[src/rtl/cpu_pkg.sv]
// rtl/cpu_pkg.sv - shared state encoding, constants and source-match helper for the pipeline controller
package cpu_pkg;

  typedef enum logic [2:0] {
    ST_RUN,
    ST_DRAIN,
    ST_TRAP_IRQ,
    ST_TRAP_EXC,
    ST_ERET
  } ctrl_state_t;

  localparam logic [4:0]  REG_ZERO = 5'd0;
  localparam logic [31:0] ILLOP    = 32'h8000_0004;
  localparam logic [31:0] XADR     = 32'h8000_0008;

  // A producer in register 0 can never create a dependency.
  function automatic logic src_hit(
    input logic [4:0] rd,
    input logic [4:0] rs,
    input logic [4:0] rt,
    input logic       use_rs,
    input logic       use_rt
  );
    return (rd != REG_ZERO) && ((use_rs && (rs == rd)) || (use_rt && (rt == rd)));
  endfunction

endpackage

[src/rtl/hazard_detect.sv]
// rtl/hazard_detect.sv - combinational load-use and branch/jr operand hazard detection
module hazard_detect
  import cpu_pkg::*;
(
  input  logic       i_id_valid,
  input  logic [4:0] i_id_rs,
  input  logic [4:0] i_id_rt,
  input  logic       i_id_use_rs,
  input  logic       i_id_use_rt,
  input  logic       i_id_is_branch,
  input  logic       i_id_is_jr,
  input  logic       i_ex_reg_write,
  input  logic       i_ex_mem_read,
  input  logic [4:0] i_ex_rd,
  input  logic       i_mem_mem_read,
  input  logic [4:0] i_mem_rd,
  output logic       o_stall
);

  logic w_ex_hit;
  logic w_mem_hit;
  logic w_load_use;
  logic w_ctrl;

  assign w_ex_hit   = src_hit(i_ex_rd, i_id_rs, i_id_rt, i_id_use_rs, i_id_use_rt);
  assign w_mem_hit  = src_hit(i_mem_rd, i_id_rs, i_id_rt, i_id_use_rs, i_id_use_rt);
  assign w_load_use = i_ex_mem_read & w_ex_hit;
  // Branches and jr resolve in ID, so they also wait on ALU results still in EX and loads in MEM.
  assign w_ctrl     = (i_id_is_branch | i_id_is_jr) &
                      ((i_ex_reg_write & w_ex_hit) | (i_mem_mem_read & w_mem_hit));
  assign o_stall    = i_id_valid & (w_load_use | w_ctrl);

endmodule

[src/rtl/pipeline_ctrl.sv]
// rtl/pipeline_ctrl.sv - hazard stall, control transfer and interrupt/exception/eret sequencer
module pipeline_ctrl
  import cpu_pkg::*;
#(
  parameter int CNT_W = 16
) (
  input  logic             clk,
  input  logic             rst_n,
  input  logic             ID_valid,
  input  logic [4:0]       ID_rs,
  input  logic [4:0]       ID_rt,
  input  logic             ID_use_rs,
  input  logic             ID_use_rt,
  input  logic             ID_is_branch,
  input  logic             ID_is_jr,
  input  logic             ID_is_j,
  input  logic             ID_is_eret,
  input  logic             ID_undef,
  input  logic             ID_cmp_true,
  input  logic [31:0]      ID_PC_plus4,
  input  logic             EX_RegWrite,
  input  logic             EX_MemRead,
  input  logic [4:0]       EX_rd,
  input  logic             MEM_MemRead,
  input  logic [4:0]       MEM_rd,
  input  logic             irq_req,
  output logic             PC_IF_ID_Write,
  output logic             IF_ID_flush,
  output logic             ID_EX_flush,
  output logic             Z,
  output logic             J,
  output logic             JR,
  output logic             eret_sel,
  output logic             interrupt,
  output logic             exception,
  output logic [31:0]      epc,
  output logic             kernel,
  output logic [CNT_W-1:0] stall_cnt
);

  ctrl_state_t      r_state;
  ctrl_state_t      w_next;
  logic [31:0]      r_epc;
  logic             r_kernel;
  logic [CNT_W-1:0] r_stall_cnt;
  logic             w_stall;
  logic             w_normal;
  logic             w_safe;

  hazard_detect u_hazard_detect (
    .i_id_valid     (ID_valid),
    .i_id_rs        (ID_rs),
    .i_id_rt        (ID_rt),
    .i_id_use_rs    (ID_use_rs),
    .i_id_use_rt    (ID_use_rt),
    .i_id_is_branch (ID_is_branch),
    .i_id_is_jr     (ID_is_jr),
    .i_ex_reg_write (EX_RegWrite),
    .i_ex_mem_read  (EX_MemRead),
    .i_ex_rd        (EX_rd),
    .i_mem_mem_read (MEM_MemRead),
    .i_mem_rd       (MEM_rd),
    .o_stall        (w_stall)
  );

  assign w_normal = (r_state == ST_RUN) || (r_state == ST_DRAIN);
  // An interrupt may only squash a plain instruction that will replay cleanly from its own PC.
  assign w_safe   = ID_valid & ~w_stall & ~(ID_is_branch | ID_is_j | ID_is_jr | ID_is_eret);

  always_comb begin
    w_next         = r_state;
    PC_IF_ID_Write = 1'b1;
    IF_ID_flush    = 1'b0;
    ID_EX_flush    = 1'b0;
    Z              = 1'b0;
    J              = 1'b0;
    JR             = 1'b0;
    eret_sel       = 1'b0;
    interrupt      = 1'b0;
    exception      = 1'b0;

    if (w_normal) begin
      if (w_stall) begin
        PC_IF_ID_Write = 1'b0;
        ID_EX_flush    = 1'b1;
      end else begin
        Z           = ID_is_branch & ID_cmp_true;
        J           = ID_is_j;
        JR          = ID_is_jr;
        IF_ID_flush = (ID_is_branch & ID_cmp_true) | ID_is_j | ID_is_jr;
      end
    end

    case (r_state)
      ST_RUN: begin
        if (ID_undef && ID_valid) begin
          w_next = ST_TRAP_EXC;
        end else if (irq_req && !r_kernel) begin
          w_next = w_safe ? ST_TRAP_IRQ : ST_DRAIN;
        end else if (ID_is_eret && ID_valid && r_kernel) begin
          w_next = ST_ERET;
        end
      end
      ST_DRAIN: begin
        if (!irq_req) begin
          w_next = ST_RUN;
        end else if (w_safe) begin
          w_next = ST_TRAP_IRQ;
        end
      end
      ST_TRAP_IRQ: begin
        interrupt   = 1'b1;
        IF_ID_flush = 1'b1;
        ID_EX_flush = 1'b1;
        w_next      = ST_RUN;
      end
      ST_TRAP_EXC: begin
        exception   = 1'b1;
        IF_ID_flush = 1'b1;
        ID_EX_flush = 1'b1;
        w_next      = ST_RUN;
      end
      ST_ERET: begin
        eret_sel    = 1'b1;
        IF_ID_flush = 1'b1;
        w_next      = ST_RUN;
      end
      default: w_next = ST_RUN;
    endcase
  end

  always_ff @(posedge clk or negedge rst_n) begin
    if (!rst_n) begin
      r_state     <= ST_RUN;
      r_epc       <= 32'd0;
      r_kernel    <= 1'b0;
      r_stall_cnt <= '0;
    end else begin
      r_state <= w_next;
      if (w_normal && w_stall && (r_stall_cnt != {CNT_W{1'b1}})) begin
        r_stall_cnt <= r_stall_cnt + CNT_W'(1);
      end
      case (r_state)
        ST_TRAP_IRQ: begin
          r_epc    <= ID_PC_plus4 - 32'd4;
          r_kernel <= 1'b1;
        end
        ST_TRAP_EXC: begin
          r_epc    <= ID_PC_plus4;
          r_kernel <= 1'b1;
        end
        ST_ERET: r_kernel <= 1'b0;
        default: ;
      endcase
    end
  end

  assign epc       = r_epc;
  assign kernel    = r_kernel;
  assign stall_cnt = r_stall_cnt;

endmodule

[config.mk]
export PLATFORM = sky130hd
export DESIGN_NAME = pipeline_ctrl
export DESIGN_NICKNAME = d
export VERILOG_FILES = /design/src/rtl/cpu_pkg.sv /design/src/rtl/hazard_detect.sv /design/src/rtl/pipeline_ctrl.sv
export SDC_FILE = /design/constraint.sdc
export NUM_CORES = 1
export LEC_CHECK = 0
export CAP_MARGIN = 25
export CELL_PAD_IN_SITES_DETAIL_PLACEMENT = 1
export CELL_PAD_IN_SITES_GLOBAL_PLACEMENT = 1
export CORE_UTILIZATION = 34
export DETAILED_ROUTE_END_ITERATION = 8
export GPL_TIMING_DRIVEN = 0
export PLACE_DENSITY_LB_ADDON = 0.3
export RECOVER_POWER = 50
export SYNTH_ARGS = -nofsm -noshare
export SYNTH_HDL_FRONTEND = slang
export SYNTH_SLANG_ARGS = --single-unit
[constraint.sdc]
create_clock -name clk -period 5.5 [get_ports clk]
set_clock_uncertainty 0.15 [all_clocks]
set_input_delay 1.1 -clock clk [delete_from_list [all_inputs] [get_ports clk]]
set_output_delay 1.1 -clock clk [all_outputs]
set_load 0.05 [all_outputs]
==> results of run 1 <==
flip-flops by register name (all words and copies together) (netlist names):
| signal | count |
|---|---|
| stall_cnt | 16 |
| r_state | 3 |
| kernel | 1 |
| epc | 32 |
kinds of logic after synthesis:
kind of cell	after synthesis	synth area share
xor+xnor	61	0.176
simple gates	148	0.255
buf+inv	15	0.0210
compound gates	47	0.0999
fa+ha+maj	2	0.00825
flops	52	0.429
mux	2	0.00991
final timing paths:
| kind | from | to | depth (start not counted) |
|---|---|---|---|
| min reg2reg | epc[12] | epc[12] | 2 |
| min in group asynchronous | rst_n | epc[16] | 1 |
| min | epc[12] | epc[12] | 2 |
| max in group asynchronous | rst_n | stall_cnt[10] | 2 |
| max reg2reg | r_state[1] | epc[31] | 7 |
| max | EX_rd[0] | Z | 8 |
placed cells by master, fill, tap and decap left out, types with 2 or more instances in the layout:
master	n
clkdlybuf4s50_1	104
nand2_1	63
dfrtp_1	52
xnor2_1	46
o21ai_0	22
nor2_1	19
dlygate4sd3_1	19
xor2_1	15
nor3_1	12
clkbuf_1	10
nand3_1	8
o21ai_1	8
inv_1	6
nand4_1	6
and3_1	5
clkbuf_8	5
or4_1	4
nor4_1	4
nand3b_1	4
o21a_1	3
a21oi_1	3
and4_1	3
o22ai_1	2
a211oi_1	2
o311ai_0	2
and2_1	2
mux2_4	2
a31oi_1	2
nand2_2	2
nor4_4	2
and2b_1	2
ha_1	2
worst max-delay path, delay by kind of cell:
kind	cells	cell delay [ns]
simple gates	4	1.09
compound gates	2	0.54
buf+inv	2	1.29
area by class of cell:
class,count,area share
plain buffers,9,0.00922
clock buffers,5,0.0154
clock inverters,3,0.00503
inverters,6,0.00503
multi-input cells,260,0.368
flip-flops and latches,52,0.291
well taps,108,0.0302
repair buffers,125,0.277
power breakdown:
| part | leakage (nW) | total, mW | switching [mW] | internal [mW] |
|---|---|---|---|---|
| Clock | 0.0485 | 0.227 | 0.135 | 0.0916 |
| Sequential | 0.667 | 0.587 | 0.0759 | 0.511 |
| Combinational | 1.09 | 1.03 | 0.702 | 0.332 |
| Total | 1.81 | 1.85 | 0.913 | 0.935 |
metal layers:
| layer | up-vias | GRT usage | part of all wire |
|---|---|---|---|
| met5 | - | 0 | 0 |
| met4 | 0 | 0.0404 | 0.0073 |
| met3 | 6 | 0.0329 | 0.037 |
| met2 | 62 | 0.345 | 0.52 |
| met1 | 1357 | 0.227 | 0.43 |
| li1 | 1389 | - | - |
through the flow:
stage               hold WS, ns   util  worst slack [ns]  power (mW)
finish                    0.329  0.516             0.221        1.85
global route              0.353  0.516            0.0394        1.95
CTS                       0.344  0.520             0.199        1.91
detailed placement        0.321  0.510             0.200        1.67
global placement          0.306  0.508             0.182        1.65
floorplan                 0.340      -             0.213        1.25
==> metrics.txt, run 1 <==
Worst Path Required between 4 and 5 ns; total CTS buffers 5; Finished Layout Cells 568; drt drc 0; Die Y-Extent roughly 96 um; core box area 8680 um2; top cell type's share of synthesized area 0.429; multi-input logic area 1650 um2; Final period util 0.960; maxcap violations 1; outcome finished with violations; Nets 528; most frequent cell after synthesis nand2_1; EDFF count, synth 0; total I/O pin count ~130; register area 1300 um2; WL/cell 15.5 um; Startpoint Class primary input; RSZ-0062 raised after global routing false; setup tns final 0 ns; gp weighted congestion 0.723; syn nets 396; Antenna Nets Post-Route 0; Max stage delay on crit path 0.81 ns; Final Max Tran Viols 30; initial antenna violation count 0; failing checks capacitance limit, slew limit; num rows 34; Slew HR -0.101; clk_lat worst skew 0.31 ns; Leak 1.81 nW; first-pass GRT wire length 13.6 mm; slowest CP cell clkdlybuf4s50_1; initial core utilization 0.349; Critical Path Sink Type output port; Setup Viol. Count Final 0; CTS Hold Buffers Added 0; placed cell area 4420 um2; vias 2814; Max VDD drop 0.291 mV; Synthesis Warnings 0; Fill cells 1024; FF+latch count, synth 52; routed vias/inst 4.95; post-CTS setup repair buffer count 0; ranking of synthesized cells by area dfrtp_1 43%, xnor2_1 13%, nand2_1 7.8%; fmax roughly 190 MHz; area leader, netlist dfrtp_1; largest net degree at the start of global routing 30; width of the chip 96.4 um; CTS tree yes; CTS resizes 0; number of global-route vias before repair 2891; CTS clk-pin slew, worst paths 0.10 ns; ys flop type dfrtp_1; GR Util All Layers 0.187; hold crit path type register to register; post-synth cell types 45; syn avg cell area 9.27 um2; Port Buffers 124; die area 9300 um2; Layout Area Growth over Synthesis 47.7%; share of layout cells above drive strength 1 0.0500; fin area 4480 um2; P per Cell Area 413 nW/um2; Cells after Synth roughly 330; aggregate routed wire length 8.79 mm; R2R Setup Slk 2.36 ns; Placed Cells incl. Taps 560; antenna diode count 0; cell mode on critical path clkdlybuf4s50_1; clock buffer depth 2; clock root buffer clkbuf_8; Worst Path Arrival 4.03 ns; Initial DRC Count between 70 and 80; crit path kind primary input to output port; clk sink count 52; Post-Syn Area roughly 3000 um2; crit-path cells clkdlybuf4s50_1 -> or4_1 -> o22a_1 -> a22oi_4 -> nor2b_1 -> nor3_1 -> and3_1 -> clkdlybuf4s50_1; final hold violation count 0; Worst-Margin Slew 1.65 ns; Overflow after GRT 0; ys async rst share 1.00; min Tclk post-route 5.28 ns; drt first pass iters 4; top cells by count, synth 63 x nand2_1, 52 x dfrtp_1, 46 x xnor2_1, 22 x o21ai_0, 19 x nor2_1; critical path fanouts, max 6; number of H-tree levels 2; HPWL Detailed 7.20 mm; sequential share of the synthesized area 0.429
(Power assumes the default switching activity.)
==> run 2, diff against run 1 <==
--- a/config.mk
+++ b/config.mk
@@ -8,11 +8,12 @@
 export CAP_MARGIN = 25
 export CELL_PAD_IN_SITES_DETAIL_PLACEMENT = 1
 export CELL_PAD_IN_SITES_GLOBAL_PLACEMENT = 1
-export CORE_UTILIZATION = 34
+export CORE_UTILIZATION = 30
 export DETAILED_ROUTE_END_ITERATION = 8
 export GPL_TIMING_DRIVEN = 0
 export PLACE_DENSITY_LB_ADDON = 0.3
 export RECOVER_POWER = 50
 export SYNTH_ARGS = -nofsm -noshare
 export SYNTH_HDL_FRONTEND = slang
+export SYNTH_HIERARCHICAL = 1
 export SYNTH_SLANG_ARGS = --single-unit
==> run 2 against run 1 <==
Effect of this change:
- the flow still finishes with violations (capacitance limit, slew limit)
- die area grew 15%
- count of clock-buffer cells in the layout rose by 1
- sequential power increased by 0.9%
- first-iteration DRC count shrank 17%
- final area grew 2.0%
- setup slack gained 0.13 ns
- global-route usage is 0.20 points lower
- area after synthesis is 1.7% higher
- critical path depth unchanged
- fmax rose by 2.5%
- critical path type unchanged
- highest routed layer unchanged
==> metrics.txt, run 2 <==
placed cell area 4510 um2 (was 4420 um2); CTS resizes 0 (unchanged); min Tclk post-route 5.15 ns (was 5.28 ns); Place WS 0.317 ns (was 0.200 ns); ys async rst share 1.00 (unchanged); hold depth 2 (unchanged); post-synthesis adder-cell area fraction 0.00811 (was 0.00825); commonest non-fill, non-tap cell in the layout clkdlybuf4s50_1 (unchanged); Post-Synth Simple-Gate Area 0.260 (was 0.255); worst r2r path cells 7 (unchanged); final hold violation count 0 (unchanged); failing checks capacitance limit, slew limit (unchanged); antenna diode count 0 (unchanged); R2R Setup Slk 3.09 ns (was 2.36 ns); Pint 934 uW (was 935 uW); r2r endpoint epc[14] (was epc[31]); Synth Area in XOR/XNOR 0.182 (was 0.176); Synth Area in Compound Gates 0.0892 (was 0.0999); drt drc 0 (unchanged); slowest CP cell clkdlybuf4s50_1 (unchanged); Final WS setup 0.349 ns (was 0.221 ns); Synthesis Warnings 6 (was 0); first-pass GRT wire length 15.2 mm (was 13.6 mm); share of layout cells above drive strength 1 0.0526 (was 0.0500); drt first pass iters 4 (unchanged); Port Buffers 124 (unchanged); clock buffer depth 2 (unchanged); fin area 4570 um2 (was 4480 um2); initial antenna violation count 0 (unchanged); Layout Area Growth over Synthesis 48.1% (was 47.7%); number of global-route vias before repair 3096 (was 2891); P per Cell Area 404 nW/um2 (was 413 nW/um2); initial core utilization 0.313 (was 0.349); total I/O pin count 125 (unchanged); largest family of logic cells by synthesized area simple AND/OR/NAND/NOR gates (unchanged); post-synth cell types 46 (was 45); worst setup path startpoint EX_rd[1] (was EX_rd[0]); top cells by count, synth 55 x xnor2_1, 52 x dfrtp_1, 47 x nand2_1, 21 x o21ai_0, 17 x nor2_1 (was 63 x nand2_1, 52 x dfrtp_1, 46 x xnor2_1, 22 x o21ai_0, 19 x nor2_1); clock root buffer clkbuf_8 (unchanged); post-synthesis mux area share 0.0110 (was 0.00991); FF+latch count, synth 52 (unchanged); Leak 1.77 nW (was 1.81 nW); post-CTS setup repair buffer count 0 (unchanged); Post-Syn Area 3080 um2 (was 3030 um2); area leader, netlist dfrtp_1 (unchanged); Cells after Synth 324 (was 327); setup tns final 0 ns (unchanged); Worst-Margin Slew 1.61 ns (was 1.65 ns); ys flop type dfrtp_1 (unchanged); aggregate routed wire length 9.32 mm (was 8.79 mm); Initial DRC Count 65 (was 78); syn avg cell area 9.52 um2 (was 9.27 um2); Hold Path Origin epc[14] (was epc[12]); WL/cell 15.8 um (was 15.5 um); Worst Path Required 4.25 ns (about the same); most frequent cell after synthesis xnor2_1 (was nand2_1); total CTS buffers 5 (unchanged); GR Util All Layers 0.185 (was 0.187); cell mode on critical path clkdlybuf4s50_1 (unchanged); width of the chip 103 um (was 96.4 um); hold endpoint epc[14] (was epc[12]); Setup Viol. Count Final 0 (unchanged); number of H-tree levels 2 (unchanged); Sw Share 0.493 (was 0.494); Max VDD drop 0.220 mV (was 0.291 mV); post-layout util 0.463 (was 0.516); RSZ-0062 raised after global routing false (unchanged); largest net degree at the start of global routing 31 (was 30); Startpoint Class primary input (unchanged); sequential share of power 0.321 (was 0.318); Comb pwr share 0.566 (was 0.560); maxcap violations 1 (unchanged); num rows 36 (was 34); Overflow after GRT 0 (unchanged); most frequent cells in the layout 101 x clkdlybuf4s50_1, 55 x xnor2_1, 52 x dfrtp_1 (was 104 x clkdlybuf4s50_1, 63 x nand2_1, 52 x dfrtp_1); Critical Path Sink Type output port (unchanged); CTS Hold Buffers Added 0 (unchanged); routed vias/inst 4.83 (was 4.95); Largest register FFs 32 (unchanged); sequential share of the synthesized area 0.422 (was 0.429); EDFF count, synth 0 (unchanged); crit-path cells clkdlybuf4s50_1 -> or4_1 -> o22a_1 -> a32o_1 -> a21oi_1 -> nor2_1 -> o21bai_1 -> clkdlybuf4s50_1 (was clkdlybuf4s50_1 -> or4_1 -> o22a_1 -> a22oi_4 -> nor2b_1 -> nor3_1 -> and3_1 -> clkdlybuf4s50_1); clk sink count 52 (unchanged); syn nets 393 (was 396); Worst Path Arrival 3.90 ns (was 4.03 ns); critical path fanouts, max 6 (unchanged); outcome finished with violations (unchanged); Die Y-Extent 103 um (was 96.4 um); die area 10700 um2 (was 9300 um2); Slew HR -0.0755 (was -0.101); core box area 9860 um2 (was 8680 um2); Final period util 0.936 (was 0.960); Antenna Nets Post-Route 0 (unchanged); clk_lat worst skew 0.29 ns (was 0.31 ns); clock network fraction of total power 0.113 (was 0.123); top cell type's share of synthesized area 0.422 (was 0.429); Max stage delay on crit path 0.83 ns (was 0.81 ns); HPWL Detailed 7.59 mm (was 7.20 mm); vias 2846 (was 2814); Final Max Tran Viols 31 (was 30); CTS tree yes (unchanged); Nets 525 (was 528); ranking of synthesized cells by area dfrtp_1 42%, xnor2_1 16%, nand2_1 5.7% (was dfrtp_1 43%, xnor2_1 13%, nand2_1 7.8%); r2r startpoint r_state[0] (was r_state[1]); crit path kind primary input to output port (unchanged); CTS clk-pin slew, worst paths 0.09 ns (was 0.10 ns); hold crit path type register to register (unchanged); gp weighted congestion 0.828 (was 0.723); fmax 194 MHz (was 189 MHz); Psw 910 uW (was 913 uW)
run 2: cell count changes after synthesis, sizes merged, moves of 4 or more:
cell / delta
and3: -4
nand2: -18
nor4: +4
xnor2: +9
xor2: -6
run 2: power groups by stage:
stage | combinational [mW] | sequential [mW] | clock [mW]
2_1_floorplan | 0.212 | 1.04 | 0
3_3_place_gp | 1.06 | 0.600 | 0
3_5_place_dp | 1.08 | 0.605 | 0
4_1_cts | 1.08 | 0.600 | 0.218
5_1_grt | 1.11 | 0.613 | 0.228
6_report | 1.04 | 0.592 | 0.208
run 2: how the worst max path moves through the flow:
stage	to	slack [ns]
3_3_place_gp	IF_ID_flush	0.36
4_1_cts	IF_ID_flush	0.32
3_5_place_dp	IF_ID_flush	0.32
5_1_grt	IF_ID_flush	0.20
6_report	IF_ID_flush	0.35
2_1_floorplan	Z	1.04
run 2: critical path, delay by kind of cell:
family | cells | cell delay (ns)
compound gates | 4 | 0.85
buf+inv | 2 | 1.30
simple gates | 2 | 0.65
run 2: metal layers:
layer / global-route usage / routed length, um
met4: 0.0444 / 121
met5: 0 / 0
met1: 0.226 / 3950
met2: 0.335 / 4830
met3: 0.0349 / 415
run 2: kinds of logic (layout without fill, tap and decap cells):
family,Yosys count,after routing
buffers and inverters,17,149
adders and majority gates,2,2
xor gates and xnor gates,64,64
muxes,3,3
and+or+nand+nor,138,138
DFF,52,52
AOI/OAI and AO/OA,48,48
run 2: cell type report:
class,count,area [um2]
Buffer,13,72.6
Fill cell,1125,5300
Clock inverter,1,5.00
Multi-Input combinational cell,255,1700
Clock buffer,6,72.6
Inverter,4,15.0
Timing Repair Buffer,125,1240
Sequential cell,52,1300
Tap cell,133,166
run 2: metrics by stage:
| step | total power [mW] | hold slack [ns] | instances |
|---|---|---|---|
| after floorplan | 1.26 | 0.424 | 324 |
| after global placement | 1.66 | 0.312 | 581 |
| after detailed placement | 1.69 | 0.323 | 582 |
| after CTS | 1.90 | 0.344 | 589 |
| after global routing | 1.95 | 0.365 | 589 |
| final | 1.84 | 0.331 | 589 |
==> run 3, diff against run 2 <==
--- a/config.mk
+++ b/config.mk
@@ -13,6 +13,7 @@
 export GPL_TIMING_DRIVEN = 0
 export PLACE_DENSITY_LB_ADDON = 0.3
 export RECOVER_POWER = 50
+export SLEW_MARGIN = 30
 export SYNTH_ARGS = -nofsm -noshare
 export SYNTH_HDL_FRONTEND = slang
 export SYNTH_HIERARCHICAL = 1
==> run 3 against run 2 <==
Effect of this change:
- the run still ends with capacitance limit, slew limit left
- first-iteration DRC count down 26%
- hold slack improved by 0.0047 ns
- final area unchanged
- setup slack better by 0.015 ns
- clock power up 3%
- fmax increased by 0.29%
- sequential cell count unchanged
- count of clock-buffer cells in the layout unchanged
- critical endpoint unchanged
- largest power group unchanged
==> metrics.txt, run 3 (same netlist as run 2, synthesis figures left out) <==
outcome finished with violations (unchanged); failing checks capacitance limit, slew limit (unchanged); gp weighted congestion 0.828 (unchanged); Worst-Margin Slew 2.28 ns (was 1.61 ns); CTS resizes 0 (unchanged); r2r startpoint r_state[0] (unchanged); Leak 1.77 nW (about the same); Hold Path Origin epc[14] (unchanged); final hold violation count 0 (unchanged); largest net degree at the start of global routing 42 (was 31); die area 10700 um2 (unchanged); HPWL Detailed 7.52 mm (was 7.59 mm); Nets 525 (unchanged); routed vias/inst 4.84 (was 4.83); r2r endpoint epc[16] (was epc[14]); worst r2r path cells 7 (unchanged); Slew HR -0.520 (was -0.0755); Final Max Tran Viols 42 (was 31); total I/O pin count 125 (unchanged); Place WS 0.340 ns (was 0.317 ns); drt first pass iters 4 (unchanged); CTS Hold Buffers Added 0 (unchanged); slowest CP cell clkdlybuf4s50_1 (unchanged); Startpoint Class primary input (unchanged); cell mode on critical path clkdlybuf4s50_1 (unchanged); number of global-route vias before repair 3163 (was 3096); initial antenna violation count 0 (unchanged); fmax 195 MHz (was 194 MHz); post-CTS setup repair buffer count 0 (unchanged); GR met1 Demand/Resource 0.219 (was 0.226); Worst Path Required 4.25 ns (about the same); Final period util 0.934 (was 0.936); WL/cell 15.8 um (about the same); met3 Use GR 0.0356 (was 0.0349); min Tclk post-route 5.14 ns (was 5.15 ns); crit-path cells clkdlybuf4s50_1 -> or4_1 -> o22a_1 -> a32o_1 -> a21oi_1 -> nor2_1 -> o21bai_1 -> clkdlybuf4s50_1 (unchanged); number of H-tree levels 2 (unchanged); num rows 36 (unchanged); share of layout cells above drive strength 1 0.0526 (unchanged); Largest register FFs 32 (unchanged); aggregate routed wire length 9.30 mm (was 9.32 mm); total CTS buffers 5 (unchanged); gr busiest metal met2 (unchanged); commonest non-fill, non-tap cell in the layout clkdlybuf4s50_1 (unchanged); width of the chip 103 um (unchanged); drt drc 0 (unchanged); GR Util All Layers 0.185 (about the same); CTS tree yes (unchanged); Overflow after GRT 0 (unchanged); Initial DRC Count 48 (was 65); met2 usage 0.333 (was 0.335); Final WS setup 0.364 ns (was 0.349 ns); Fill cells 1144 (was 1125); Setup Viol. Count Final 0 (unchanged); Antenna Nets Post-Route 0 (unchanged); clock root buffer clkbuf_8 (unchanged); clk sink count 52 (unchanged); Max VDD drop 0.257 mV (was 0.220 mV); RSZ-0062 raised after global routing false (unchanged); R2R Setup Slk 3.13 ns (was 3.09 ns); hold depth 2 (unchanged); antenna diode count 0 (unchanged); Worst Path Arrival 3.89 ns (was 3.90 ns); initial core utilization 0.313 (unchanged); hold crit path type register to register (unchanged); setup tns final 0 ns (unchanged); P per Cell Area 405 nW/um2 (was 404 nW/um2); clk_lat worst skew 0.30 ns (was 0.29 ns); maxcap violations 1 (unchanged); CTS clk-pin slew, worst paths 0.09 ns (about the same); critical path fanouts, max 6 (unchanged); hold endpoint epc[14] (unchanged); core box area 9860 um2 (unchanged); crit path kind primary input to output port (unchanged); vias 2848 (was 2846); most frequent cells in the layout 101 x clkdlybuf4s50_1, 55 x xnor2_1, 52 x dfrtp_1 (unchanged); clock buffer depth 2 (unchanged); first-pass GRT wire length 15.2 mm (about the same); Layout Area Growth over Synthesis 48.1% (unchanged); Die Y-Extent 103 um (unchanged); Critical Path Sink Type output port (unchanged); Max stage delay on crit path 0.83 ns (about the same); Port Buffers 124 (unchanged)
run 3: cell count changes in the layout (fill, tap and decap cells not counted), sizes merged:
cell / change
buf: +1
clkbuf: -1
run 3: routing by layer:
layer	wire, um	vias to the layer above
met5	0	-
li1	-	1394
met1	3970	1359
met4	200	0
met3	423	16
met2	4710	79
run 3: worst max-delay path by stage:
stage | startpoint | endpoint | slack [ns] | cells after the start
final | EX_rd[1] | IF_ID_flush | 0.36 | 8
after global placement | EX_rd[1] | IF_ID_flush | 0.36 | 8
after CTS | EX_rd[1] | IF_ID_flush | 0.34 | 8
after detailed placement | EX_rd[1] | IF_ID_flush | 0.34 | 8
after floorplan | EX_rd[1] | Z | 1.04 | 4
after global routing | EX_rd[1] | IF_ID_flush | 0.24 | 8
run 3: power by group:
group / leakage, nW / total [mW] / switching [mW] / internal, mW
clock network: 0.0410 / 0.214 / 0.127 / 0.0871
registers: 0.667 / 0.594 / 0.0807 / 0.513
logic: 1.06 / 1.04 / 0.706 / 0.333
run 3: through the flow:
stage               hold WS (ns)  utilization  instances  instance area [um2]  total power, mW
finish                     0.336        0.463        589                 4570             1.85
global route               0.365        0.463        589                 4570             1.95
CTS                        0.350        0.466        589                 4590             1.90
detailed placement         0.327        0.458        582                 4520             1.68
global placement           0.312        0.455        581                 4490             1.66
floorplan                  0.424            -        324                 3080             1.26
run 3: layout make-up:
| cell class | count | area [um2] | area share |
|---|---|---|---|
| Multi-Input combinational cell | 255 | 1700 | 0.371 |
| Clock inverter | 1 | 5.00 | 0.00110 |
| Sequential cell | 52 | 1300 | 0.285 |
| Clock buffer | 6 | 72.6 | 0.0159 |
| Timing Repair Buffer | 125 | 1240 | 0.271 |
| Buffer | 13 | 72.6 | 0.0159 |
| Inverter | 4 | 15.0 | 0.00329 |
| Tap cell | 133 | 166 | 0.0364 |
run 3: critical path, delay by kind of cell:
| kind | cells | cell delay [ns] |
|---|---|---|
| AND/OR/NAND/NOR | 2 | 0.65 |
| AO/OA/AOI/OAI | 4 | 0.82 |
| buffers and inverters | 2 | 1.30 |
